### config.mk
export PLATFORM = sky130hd
export DESIGN_NAME = divider
export DESIGN_NICKNAME = d
export VERILOG_FILES = /design/src/rtl/divider_pkg.sv /design/src/rtl/divider_step.sv /design/src/rtl/divider.sv
export SDC_FILE = /design/constraint.sdc
export NUM_CORES = 1
export LEC_CHECK = 0
export CAP_MARGIN = 10
export CORE_MARGIN = 5
export CORE_UTILIZATION = 25
export CTS_CLUSTER_SIZE = 16
export DETAILED_ROUTE_END_ITERATION = 10
export PLACE_DENSITY = 0.43
export SKIP_LAST_GASP = 1
export SYNTH_ARGS = -nofsm -noshare
export SYNTH_HDL_FRONTEND = slang
export SYNTH_HIERARCHICAL = 1
export SYNTH_SLANG_ARGS = --single-unit
### constraint.sdc
create_clock -name clk -period 5.8 [get_ports clk]
set_clock_uncertainty 0.05 [all_clocks]
set_input_delay 0.58 -clock clk [delete_from_list [all_inputs] [get_ports clk]]
set_output_delay 0.58 -clock clk [all_outputs]
set_load 0.01 [all_outputs]
### src/rtl/divider_pkg.sv
// Shared constants and FSM state type for the iterative restoring divider.
package divider_pkg;

  localparam int unsigned DIV_WIDTH_DEFAULT = 16;

  typedef enum logic [1:0] {
    LOAD = 2'd0,
    CALC = 2'd1,
    DONE = 2'd2
  } div_state_t;

endpackage

### src/rtl/divider_step.sv
// One combinational restoring-division iteration: shift in a dividend bit,
// then subtract the divisor when the shifted partial remainder covers it.
module divider_step #(
  parameter int unsigned WIDTH = 16
) (
  input  logic [WIDTH:0]   i_rem,
  input  logic             i_bit,
  input  logic [WIDTH-1:0] i_div,
  output logic [WIDTH:0]   o_rem,
  output logic             o_q
);

  logic [WIDTH+1:0] w_shift;
  logic [WIDTH+1:0] w_div_ext;

  assign w_shift   = {i_rem, i_bit};
  assign w_div_ext = {2'b00, i_div};

  always_comb begin
    o_q   = (w_shift >= w_div_ext);
    o_rem = (WIDTH+1)'(o_q ? (w_shift - w_div_ext) : w_shift);
  end

endmodule

### src/rtl/divider.sv
// Free-running iterative restoring divider: LOAD, WIDTH CALC cycles, DONE.
// Optional done pulse output is enabled by defining DIVIDER_DONE_EN.
module divider
  import divider_pkg::*;
#(
  parameter int unsigned WIDTH = DIV_WIDTH_DEFAULT
) (
  input  logic             clk,
  input  logic             reset,
  input  logic [WIDTH-1:0] number,
  input  logic [WIDTH-1:0] divisor,
  output logic [WIDTH-1:0] quotient,
  output logic [WIDTH-1:0] remainder
`ifdef DIVIDER_DONE_EN
  ,
  output logic             done
`endif
);

  localparam int unsigned CNT_W = (WIDTH > 1) ? $clog2(WIDTH) : 1;

  div_state_t       r_state;
  div_state_t       w_next;
  logic [WIDTH-1:0] r_num;
  logic [WIDTH-1:0] r_div;
  logic [WIDTH-1:0] r_quo;
  logic [WIDTH:0]   r_rem;
  logic [CNT_W-1:0] r_cnt;
  logic [WIDTH:0]   w_rem_next;
  logic             w_qbit;
  logic             w_load;
  logic             w_calc;
  logic             w_done;

  divider_step #(.WIDTH(WIDTH)) u_step (
    .i_rem (r_rem),
    .i_bit (r_num[WIDTH-1]),
    .i_div (r_div),
    .o_rem (w_rem_next),
    .o_q   (w_qbit)
  );

  always_ff @(posedge clk) begin
    if (reset) r_state <= LOAD;
    else       r_state <= w_next;
  end

  always_comb begin
    w_next = r_state;
    case (r_state)
      LOAD:    w_next = CALC;
      CALC:    if (r_cnt == '0) w_next = DONE;
      DONE:    w_next = LOAD;
      default: w_next = LOAD;
    endcase
  end

  always_comb begin
    w_load = 1'b0;
    w_calc = 1'b0;
    w_done = 1'b0;
    case (r_state)
      LOAD:    w_load = 1'b1;
      CALC:    w_calc = 1'b1;
      DONE:    w_done = 1'b1;
      default: w_load = 1'b0;
    endcase
  end

  // Dividend is consumed MSB first by shifting r_num left each CALC cycle.
  always_ff @(posedge clk) begin
    if (reset) begin
      r_num     <= '0;
      r_div     <= '0;
      r_quo     <= '0;
      r_rem     <= '0;
      r_cnt     <= '0;
      quotient  <= '0;
      remainder <= '0;
    end else begin
      if (w_load) begin
        r_num <= number;
        r_div <= divisor;
        r_quo <= '0;
        r_rem <= '0;
        r_cnt <= CNT_W'(WIDTH - 1);
      end
      if (w_calc) begin
        r_num <= {r_num[WIDTH-2:0], 1'b0};
        r_rem <= w_rem_next;
        r_quo <= {r_quo[WIDTH-2:0], w_qbit};
        r_cnt <= r_cnt - CNT_W'(1);
      end
      if (w_done) begin
        quotient  <= r_quo;
        remainder <= WIDTH'(r_rem);
      end
    end
  end

`ifdef DIVIDER_DONE_EN
  logic r_done;

  always_ff @(posedge clk) begin
    if (reset) r_done <= 1'b0;
    else       r_done <= w_done;
  end

  assign done = r_done;
`endif

endmodule

# After elaboration in Yosys (flattened, before gate mapping)

Cells that the tools add are included.

Input bits: 34
Bits in registers: 103
Word-level logic and storage cells: 33

$add $sub $neg: 2
Order comparisons: 1
Multiplexer cells: 14
Equality and inequality tests: 3
Reduce and logical (&&, ||, !) cells: 4

Operators by type and width:

| operator              | number |
|---|---|
| $mux W16              | 4 |
| $mux W17              | 3 |
| $ge A18 B16 Y1        | 1 |
| $sub A17 B16 Y17      | 1 |
| $mux W4               | 2 |
| $logic_not A4 Y1      | 1 |
| $pmux W2 S2           | 1 |
| $sub A4 B1 Y4 const B | 1 |
| $mux W1               | 3 |
| $eq A2 B1 Y1 const B  | 1 |
| $eq A2 B2 Y1 const B  | 1 |
| $logic_not A2 Y1      | 1 |
| $mux W2               | 1 |
| $ne A2 B2 Y1 const B  | 1 |
| $reduce_bool A2 Y1    | 1 |
| $reduce_or A2 Y1      | 1 |

# Logic depth before layout (Yosys ltp)

Gate-level depths: netlist of the first run.

Depth after elaboration: 4
Depth in mapped cells: 12
Depth with buffers taken out: 11

# Hierarchy

The synthesis of the first run kept the hierarchy.

By module, submodules not included:

| module       | instances | cells each | sequential area each (µm²) | area an instance (µm²) |
|---|---|---|---|---|
| divider      | 1         | 401        | 2062.0                     | 3707.3 |
| divider_step | 1         | 159        | 0.0                        | 1068.5 |

# Worst setup path before layout of the first run

OpenSTA, ideal clock, no wires.

Path type: register to register
Start point: register r_num[15]
End point: register r_rem[12]
Path slack: 3.185 ns
Path buffers: 1
Data arrival time: 2.448 ns
Stages on the path, launching flop included: 12
Required time: 5.633 ns
Clock period less this slack: 2.615 ns
Cells stage by stage: dfxtp_1 -> inv_1 -> ha_1 -> inv_1 -> fa_1 -> a21o_1 -> a221o_1 -> o211ai_2 -> nand3_4 -> buf_6 -> mux2_4 -> a22o_1

Cells in the longest elaborated chain, start to end: 3
Elaborated cells on any way between the ends: 4

Ends and longest elaborated chain:

| element                                                   | RTL line                               | RTL |
|---|---|---|
| start: declaration                                        | divider.sv:24                          | `logic [WIDTH-1:0] r_num;` |
| start signal: assignment                                  | divider.sv:82                          | `r_num <= number;` |
| start signal: assignment                                  | divider.sv:89                          | `r_num <= {r_num[WIDTH-2:0], 1'b0};` |
| $sub A17 B16 Y17 / $ge A18 B16 Y1 (equally long branches) | divider_step.sv:21, divider_step.sv:20 |  |
| $mux W17 *                                                | divider_step.sv:21                     | `o_rem = (WIDTH+1)'(o_q ? (w_shift - w_div_ext) : w_shift);` |
| named net w_rem_next[12]                                  | divider.sv:29                          | `logic [WIDTH:0] w_rem_next;` |
| $mux W17 *                                                | divider.sv:88                          | `if (w_calc) begin` |
| end signal: assignment                                    | divider.sv:90                          | `r_rem <= w_rem_next;` |
| end: declaration                                          | divider.sv:27                          | `logic [WIDTH:0] r_rem;` |

The timed path passes the listed nets; every way through them passes the cells marked *.
A chain may end at the register's enable or synchronous reset.

# Worst setup path after layout of the first run

Start point: register r_num[15]
End point: register r_rem[12]

Cells in the longest elaborated chain, start to end: 3
Elaborated cells on any way between the ends: 4

Ends and longest elaborated chain:

| element                  | RTL line           | RTL |
|---|---|---|
| $ge A18 B16 Y1           | divider_step.sv:20 | `o_q = (w_shift >= w_div_ext);` |
| named net w_qbit         | divider.sv:30      | `logic w_qbit;` |
| $mux W17                 | divider_step.sv:21 |  |
| named net w_rem_next[12] | divider.sv:29      |  |
| $mux W17                 | divider.sv:88      |  |

The timed path passes the listed nets, and every way through them passes these cells.

==> metrics, run 1 <==
Multi-input gate area=2400 um2; GR Util All Layers=0.107; layout cells sized above 1=0.0852; routing layer with the top usage in global route=met2; met3 Resource Use GR=0.0204; number of diodes=0; relative max-transition margin=0.264; post-route fraction of the period consumed by the critical path=0.493; number of unique standard cell types used by synthesis=48; cell-by-cell trace of the critical path=inv_1 -> ha_1 -> inv_1 -> fa_1 -> a21o_1 -> a221o_1 -> o211ai_2 -> nand3_4 -> mux2_4 -> a22o_1; Max-cap violations=0; Worst Min Path Start=quotient[4]$_SDFFE_PP0N_; clock-pin slew of the registers on the worst-case setup and hold paths=70 ps; number of vias in the routed layout=3882; global routing usage on met2=0.171; vertical die dimension=148 um; number of global-route vias before repair=3848; Async SR Flop Fraction=0; per-cell via count in the routed design=4.60; core region area=18800 um2; half-perimeter wire length of the detailed placement result=7950 um; Worst setup EP type=flop; Synth Instances=560; buffer type at the clock tree root=clkbuf_16; Clock power frac=0.254; count of instances resized after the clock tree is built=0; cell area after synthesis=4780 um2; number of buffers inserted to repair setup after CTS=0; Num CTS Buffers=9; leakage power summed over all cells=2.19 nW; average footprint of a synthesized cell=8.53 um2; layout overhead on the synthesized area=22.7%; time the worst path needs with I/O delays and setup=2860 ps; WP buf/inv=2; first-iteration detailed-routing DRC count=180; number of synthesized flops with an enable pin=0; maximum single-stage delay on the critical path=400 ps; register area=2060 um2; detailed-router iteration count before antenna repair=4; DP Worst Slack=2950 ps; total of endpoints with negative setup slack in the final report=0; worst hold path depth=2; number of cell rows=50; most instantiated flip-flop cell in the synthesis netlist=dfxtp_1; first-pass GRT wire length=19200 um; largest buffer count on any clock path=2; worst reg2reg path depth=10; final hold violation count=0; total global routing overflow=0; number of input and output port buffers inserted=65; unrepaired setup endpoints after global routing=false; count of final max-slew check failures=0; Clock H-tree levels=3; clock latency on the worst-skew pair=350 ps; met1 usage in global routing=0.142; flop and latch count out of synthesis=103; portion of total power attributed to sequential cells=0.319; NumNets Final=657; Reg-to-Reg End=r_rem[12]$_SDFFE_PP0P_; destination of the worst hold path=quotient[4]$_SDFFE_PP0N_; arrival time of data at the critical path endpoint=3050 ps; die width=148 um; critical path's most frequent cell=inv_1; proportion of power drawn by combinational gates=0.427; sequential fraction of the synthesis area=0.432; area of the die=22000 um2; Fill cells=1994; switching power total=0.000942 W; top-level port count=66; source of the worst register-to-register timing path=r_num[15]$_SDFFE_PP0P_; gp weighted congestion=0.844; number of antenna violations at the first check in global routing=0; worst min-delay path class=flop to flop; required time worst endpoint=5990 ps; routed wirelength normalized by instance count=13.6 um; critical path type=flop to flop; remaining antenna violation count after routing=0; Crit path max-delay family=compound AO/OA/AOI/OAI gates; R2R setup slack=2940 ps; IR Drop Worst-Case VDD=0.000252 V; post-synthesis net count=612; maximum fanout along the worst path=26; switching portion of total power=0.357; Setup crit start kind=flop; slowest stage cell, crit path=fa_1; power per unit of standard cell area=451 nW/um2; effective utilization at floorplan=0.254; count of hold buffers inserted by post-cts repair=0; Yosys warning count=6; clk sinks=103; Worst Setup Slack, final=2940 ps; CTS tree=yes; run status=finished, final reports clean; maximum frequency from static timing analysis=350 MHz; design internal power=0.00170 W; setup total negative slack=0 ps; number of DRC violations after detailed routing=0; Slew @ Worst Pin=1100 ps; pin count of the biggest net entering global routing=72; final routed wirelength across all metal layers=11500 um
==> how the worst max path moves through the flow <==
stage,from,to,slack [ps],depth (start not counted)
3_3_place_gp,r_num[15]$_SDFFE_PP0P_,r_rem[14]$_SDFFE_PP0P_,2980,10
2_1_floorplan,r_num[15]$_SDFFE_PP0P_,r_rem[12]$_SDFFE_PP0P_,3190,11
5_1_grt,r_num[15]$_SDFFE_PP0P_,r_rem[14]$_SDFFE_PP0P_,2750,10
6_report,r_num[15]$_SDFFE_PP0P_,r_rem[12]$_SDFFE_PP0P_,2940,10
4_1_cts,r_num[15]$_SDFFE_PP0P_,r_rem[12]$_SDFFE_PP0P_,2920,10
3_5_place_dp,r_num[15]$_SDFFE_PP0P_,r_rem[12]$_SDFFE_PP0P_,2950,10
==> synthesized netlist by cell type, types with 2 or more instances <==
master,n,area share
xor2_1,7,0.013
a22o_1,33,0.061
a41o_1,2,0.0042
mux2_4,2,0.0063
o21a_1,2,0.0031
mux2_2,21,0.050
buf_2,14,0.015
nor2_4,2,0.0047
ha_1,17,0.045
o31ai_1,2,0.0031
buf_6,7,0.017
nor2_1,25,0.020
a211oi_1,7,0.011
clkbuf_1,9,0.0071
o211ai_1,2,0.0031
buf_4,5,0.0079
nand2_1,137,0.11
a21o_1,3,0.0047
o21ai_0,11,0.012
nand4_1,3,0.0039
and3_1,3,0.0039
dfxtp_1,103,0.43
nor2b_1,2,0.0026
a21oi_1,83,0.087
inv_1,24,0.019
nand2b_1,4,0.0052
nor3_1,4,0.0042
xnor2_1,5,0.0092
nand3_1,2,0.0021
==> metal layers <==
metal / wire length, um / up-vias
li1: - / 2019
met1: 5820 / 1796
met2: 5070 / 57
met3: 416 / 10
met4: 186 / 0
met5: 0 / -
==> sequential cells by signal, summed over array words and instances, names as in the netlist <==
| signal | count |
|---|---|
| r_rem | 17 |
| quotient | 16 |
| r_div | 16 |
| r_num | 16 |
| r_quo | 16 |
| remainder | 16 |
| r_cnt | 4 |
| r_state | 2 |
==> layout make-up <==
cell class                      instances  area share
Clock buffer                           11      0.0414
Tap cell                              234      0.0500
Clock inverter                          5      0.0149
Timing Repair Buffer                   70       0.117
Multi-Input combinational cell        396       0.409
Sequential cell                       103       0.352
Inverter                               25      0.0160
==> stage by stage <==
step	std cells	instance area [um2]	power [W]	utilization	hold WS [ps]
detailed placement	828	5530	0.00199	0.295	398
global route	844	5860	0.00284	0.312	421
floorplan	560	4780	0.00181	-	382
CTS	844	5860	0.00267	0.312	408
global placement	828	5530	0.00198	0.295	395
finish	844	5860	0.00264	0.312	403
==> power groups by stage <==
stage / Sequential [W] / Combinational [W] / Clock, W
final: 0.000843 / 0.00113 / 0.000669
after floorplan: 0.000832 / 0.000977 / 0
after global placement: 0.000859 / 0.00112 / 0
after CTS: 0.000844 / 0.00113 / 0.000697
after detailed placement: 0.000860 / 0.00113 / 0
after global routing: 0.000857 / 0.00127 / 0.000719
==> worst reg2reg max path: stages (launching register included) <==
cell and delay, ps:
dfxtp_1 330, inv_1 60, ha_1 150, inv_1 50, fa_1 400, a21o_1 210, a221o_1 380, o211ai_2 210
nand3_4 320, mux2_4 410, a22o_1 200
==> cell usage in the layout, fill, tap and decap left out, types with 2 or more instances in the layout <==
master,n
bufinv_16,2
a21o_1,3
nand2_1,137
o211ai_1,2
ha_1,17
xnor2_1,5
o21ai_0,11
and3_1,3
nand2b_1,4
nor3_1,4
buf_4,5
o31ai_1,2
a41o_1,2
clkdlybuf4s50_1,64
nand3_1,2
mux2_2,21
inv_1,24
dfxtp_1,103
nand4_1,3
nor2_4,2
a21oi_1,83
clkbuf_16,9
o21a_1,2
nor2_1,25
a22o_1,33
mux2_4,2
a211oi_1,7
xor2_1,7
==> logic make-up after synthesis <==
kind of cell | synth area share
xor gates and xnor gates | 0.0220
muxes | 0.0558
buffers and inverters | 0.0668
DFF | 0.432
and+or+nand+nor | 0.166
AOI/OAI and AO/OA | 0.209
adders and majority gates | 0.0487
(Power assumes the default switching activity.)
==> inputs of run 2 (changes only) <==
Settings changed: PLACE_DENSITY 0.43 to 0.44.
Clock period 5.8 ns to 2.5 ns, I/O delays scaled along.
==> metrics, run 2 (same netlist as run 1, synthesis figures left out) <==
first-pass GRT wire length=19800 um (+3.3%); number of diodes=0 (unchanged); relative max-transition margin=0.518 (+0.254); number of global-route vias before repair=3987 (+3.6%); count of hold buffers inserted by post-cts repair=0 (unchanged); register name with the most flops=r_rem; Multi-input gate area=2430 um2 (+1.5%); critical path type=flop to flop; area of the die=22000 um2 (unchanged); Worst setup EP type=flop; slowest stage cell, crit path=a221o_1; gp weighted congestion=0.815 (-3.4%); IR Drop Worst-Case VDD=0.000451 V (+79%); count of final max-slew check failures=0 (unchanged); arrival time of data at the critical path endpoint=2750 ps (-300 ps); top-level port count=66 (unchanged); layout overhead on the synthesized area=29.1%; maximum fanout along the worst path=4 (-85%); total of endpoints with negative setup slack in the final report=14 (+14); filler-free cell count of the finished design=878 (+4.0%); maximum frequency from static timing analysis=390 MHz (+12%); Worst Setup Slack, final=-62.7 ps (-3010 ps); leakage power summed over all cells=2.36 nW (+7.8%); area after detailed placement=5790 um2 (+4.7%); design internal power=0.00451 W (+170%); Num CTS Buffers=9 (unchanged); remaining antenna violation count after routing=0 (unchanged); register area=2060 um2 (+0.12%); time the worst path needs with I/O delays and setup=2560 ps (-295 ps); Clock power frac=0.192 (-0.062); portion of total power attributed to sequential cells=0.278 (-0.041); Clock H-tree levels=3 (unchanged); most frequent cells in the layout=nand2_1, dfxtp_1, a21oi_1, clkdlybuf4s50_1; Crit path max-delay family=compound AO/OA/AOI/OAI gates; power per unit of standard cell area=1130 nW/um2 (+150%); switching portion of total power=0.351 (-0.00590); cell-by-cell trace of the critical path=inv_2 -> ha_4 -> inv_2 -> fa_2 -> a21o_1 -> a221o_1 -> o211ai_2 -> nand3_4 -> buf_4 -> clkbuf_16 -> nand3_1 -> o21ai_0 -> a22o_1; Fill cells=2000 (+0.30%); routed wirelength normalized by instance count=13.5 um (-0.99%); run status=finished with violations; half-perimeter wire length of the detailed placement result=8560 um (+7.6%); worst min-delay path class=primary input to flop; proportion of power drawn by combinational gates=0.530 (+0.103); hold slack final=359 ps (-43.5 ps); detailed-router iteration count before antenna repair=4 (unchanged); number of cell rows=50 (unchanged); pin count of the biggest net entering global routing=70 (-2.8%); number of DRC violations after detailed routing=0 (unchanged); clock latency on the worst-skew pair=340 ps (about the same); effective utilization at floorplan=0.254 (unchanged); failing checks=setup timing; largest buffer count on any clock path=2 (unchanged); switching power total=0.00243 W (+160%); max FFs per register=17 (unchanged); number of vias in the routed layout=4035 (+3.9%); GR Util All Layers=0.110 (+0.00345); Setup crit start kind=flop; final hold violation count=0 (unchanged); most frequent standard cell in the layout excluding fill and tap cells=nand2_1; number of antenna violations at the first check in global routing=0 (unchanged); number of input and output port buffers inserted=65 (unchanged); critical path's most frequent cell=inv_2; Slew @ Worst Pin=723 ps (-380 ps); CTS tree=yes; final design instance area without fill=6170 um2 (+5.3%); clock-pin slew of the registers on the worst-case setup and hold paths=70 ps (about the same); post-placement cell count=857 (+3.5%); NumNets Final=692 (+5.3%); Util after Layout=0.329 (+0.0164); WP buf/inv=4 (+2); die width=148 um (unchanged); unrepaired setup endpoints after global routing=true; required time worst endpoint=2690 ps (-3300 ps); layout cells sized above 1=0.152 (+0.0669); vertical die dimension=148 um (unchanged); clk sinks=103 (unchanged); final routed wirelength across all metal layers=11800 um (+3.0%); per-cell via count in the routed design=4.60 (about the same); buffer type at the clock tree root=clkbuf_16; core region area=18800 um2 (unchanged); post-route fraction of the period consumed by the critical path=1.03 (+0.532); first-iteration detailed-routing DRC count=229 (+27%); maximum single-stage delay on the critical path=360 ps (-40 ps); setup total negative slack=-462 ps (-462 ps); Max-cap violations=0 (unchanged); total global routing overflow=0 (unchanged)
run 2: layout make-up:
cell class | count | area share
multi-input cells | 396 | 0.394
well taps | 234 | 0.0475
repair buffers | 105 | 0.163
clock buffers | 9 | 0.0365
clock inverters | 6 | 0.00893
flip-flops and latches | 103 | 0.335
inverters | 25 | 0.0152
run 2: power by group through the flow:
| stage | Clock, W | Sequential (W) | Combinational, W |
|---|---|---|---|
| global route | 0.00146 | 0.00195 | 0.00406 |
| finish | 0.00133 | 0.00193 | 0.00368 |
| floorplan | 0 | 0.00193 | 0.00227 |
| CTS | 0.00140 | 0.00193 | 0.00335 |
| global placement | 0 | 0.00197 | 0.00320 |
| detailed placement | 0 | 0.00197 | 0.00320 |
run 2: stage by stage:
step                setup slack [ps]  total power (W)
finish                         -62.7          0.00694
global route                    -156          0.00748
CTS                            -56.8          0.00667
detailed placement              -113          0.00517
global placement                -104          0.00516
floorplan                      -81.2          0.00420
run 2: path summary, 6_finish.rpt:
check,start,to,slack (ps),cells past startpoint
max,r_num[15]$_SDFFE_PP0P_,r_rem[16]$_SDFFE_PP0P_,-60,13
min,reset,r_state[1]$_SDFFE_PP0P_,360,3
max reg2reg,r_num[15]$_SDFFE_PP0P_,r_rem[16]$_SDFFE_PP0P_,-60,13
min reg2reg,r_div[15]$_SDFFE_PP0N_,r_div[15]$_SDFFE_PP0N_,410,2
run 2: worst register-to-register path: stages (launching register included):
cell,delay (ps)
dfxtp_2,320
inv_2,50
ha_4,120
inv_2,30
fa_2,330
a21o_1,200
a221o_1,360
o211ai_2,200
nand3_4,140
buf_4,170
clkbuf_16,140
nand3_1,70
o21ai_0,70
a22o_1,200
run 2: what timing repair did:
| item | 4_1_cts | 5_1_grt |
|---|---|---|
| cloned | 0 | 1 |
| pin swaps | 5 | 2 |
| gates resized for setup | 5 | 7 |
| setup buffers | 2 | 3 |
| setup endpoints to repair | 13 | 17 |
run 2: metal layers:
| metal | global-route usage | wire length, um |
|---|---|---|
| met5 | 0 | 0 |
| met3 | 0.0225 | 390 |
| met4 | 0.0416 | 191 |
| met1 | 0.147 | 5850 |
| met2 | 0.177 | 5400 |
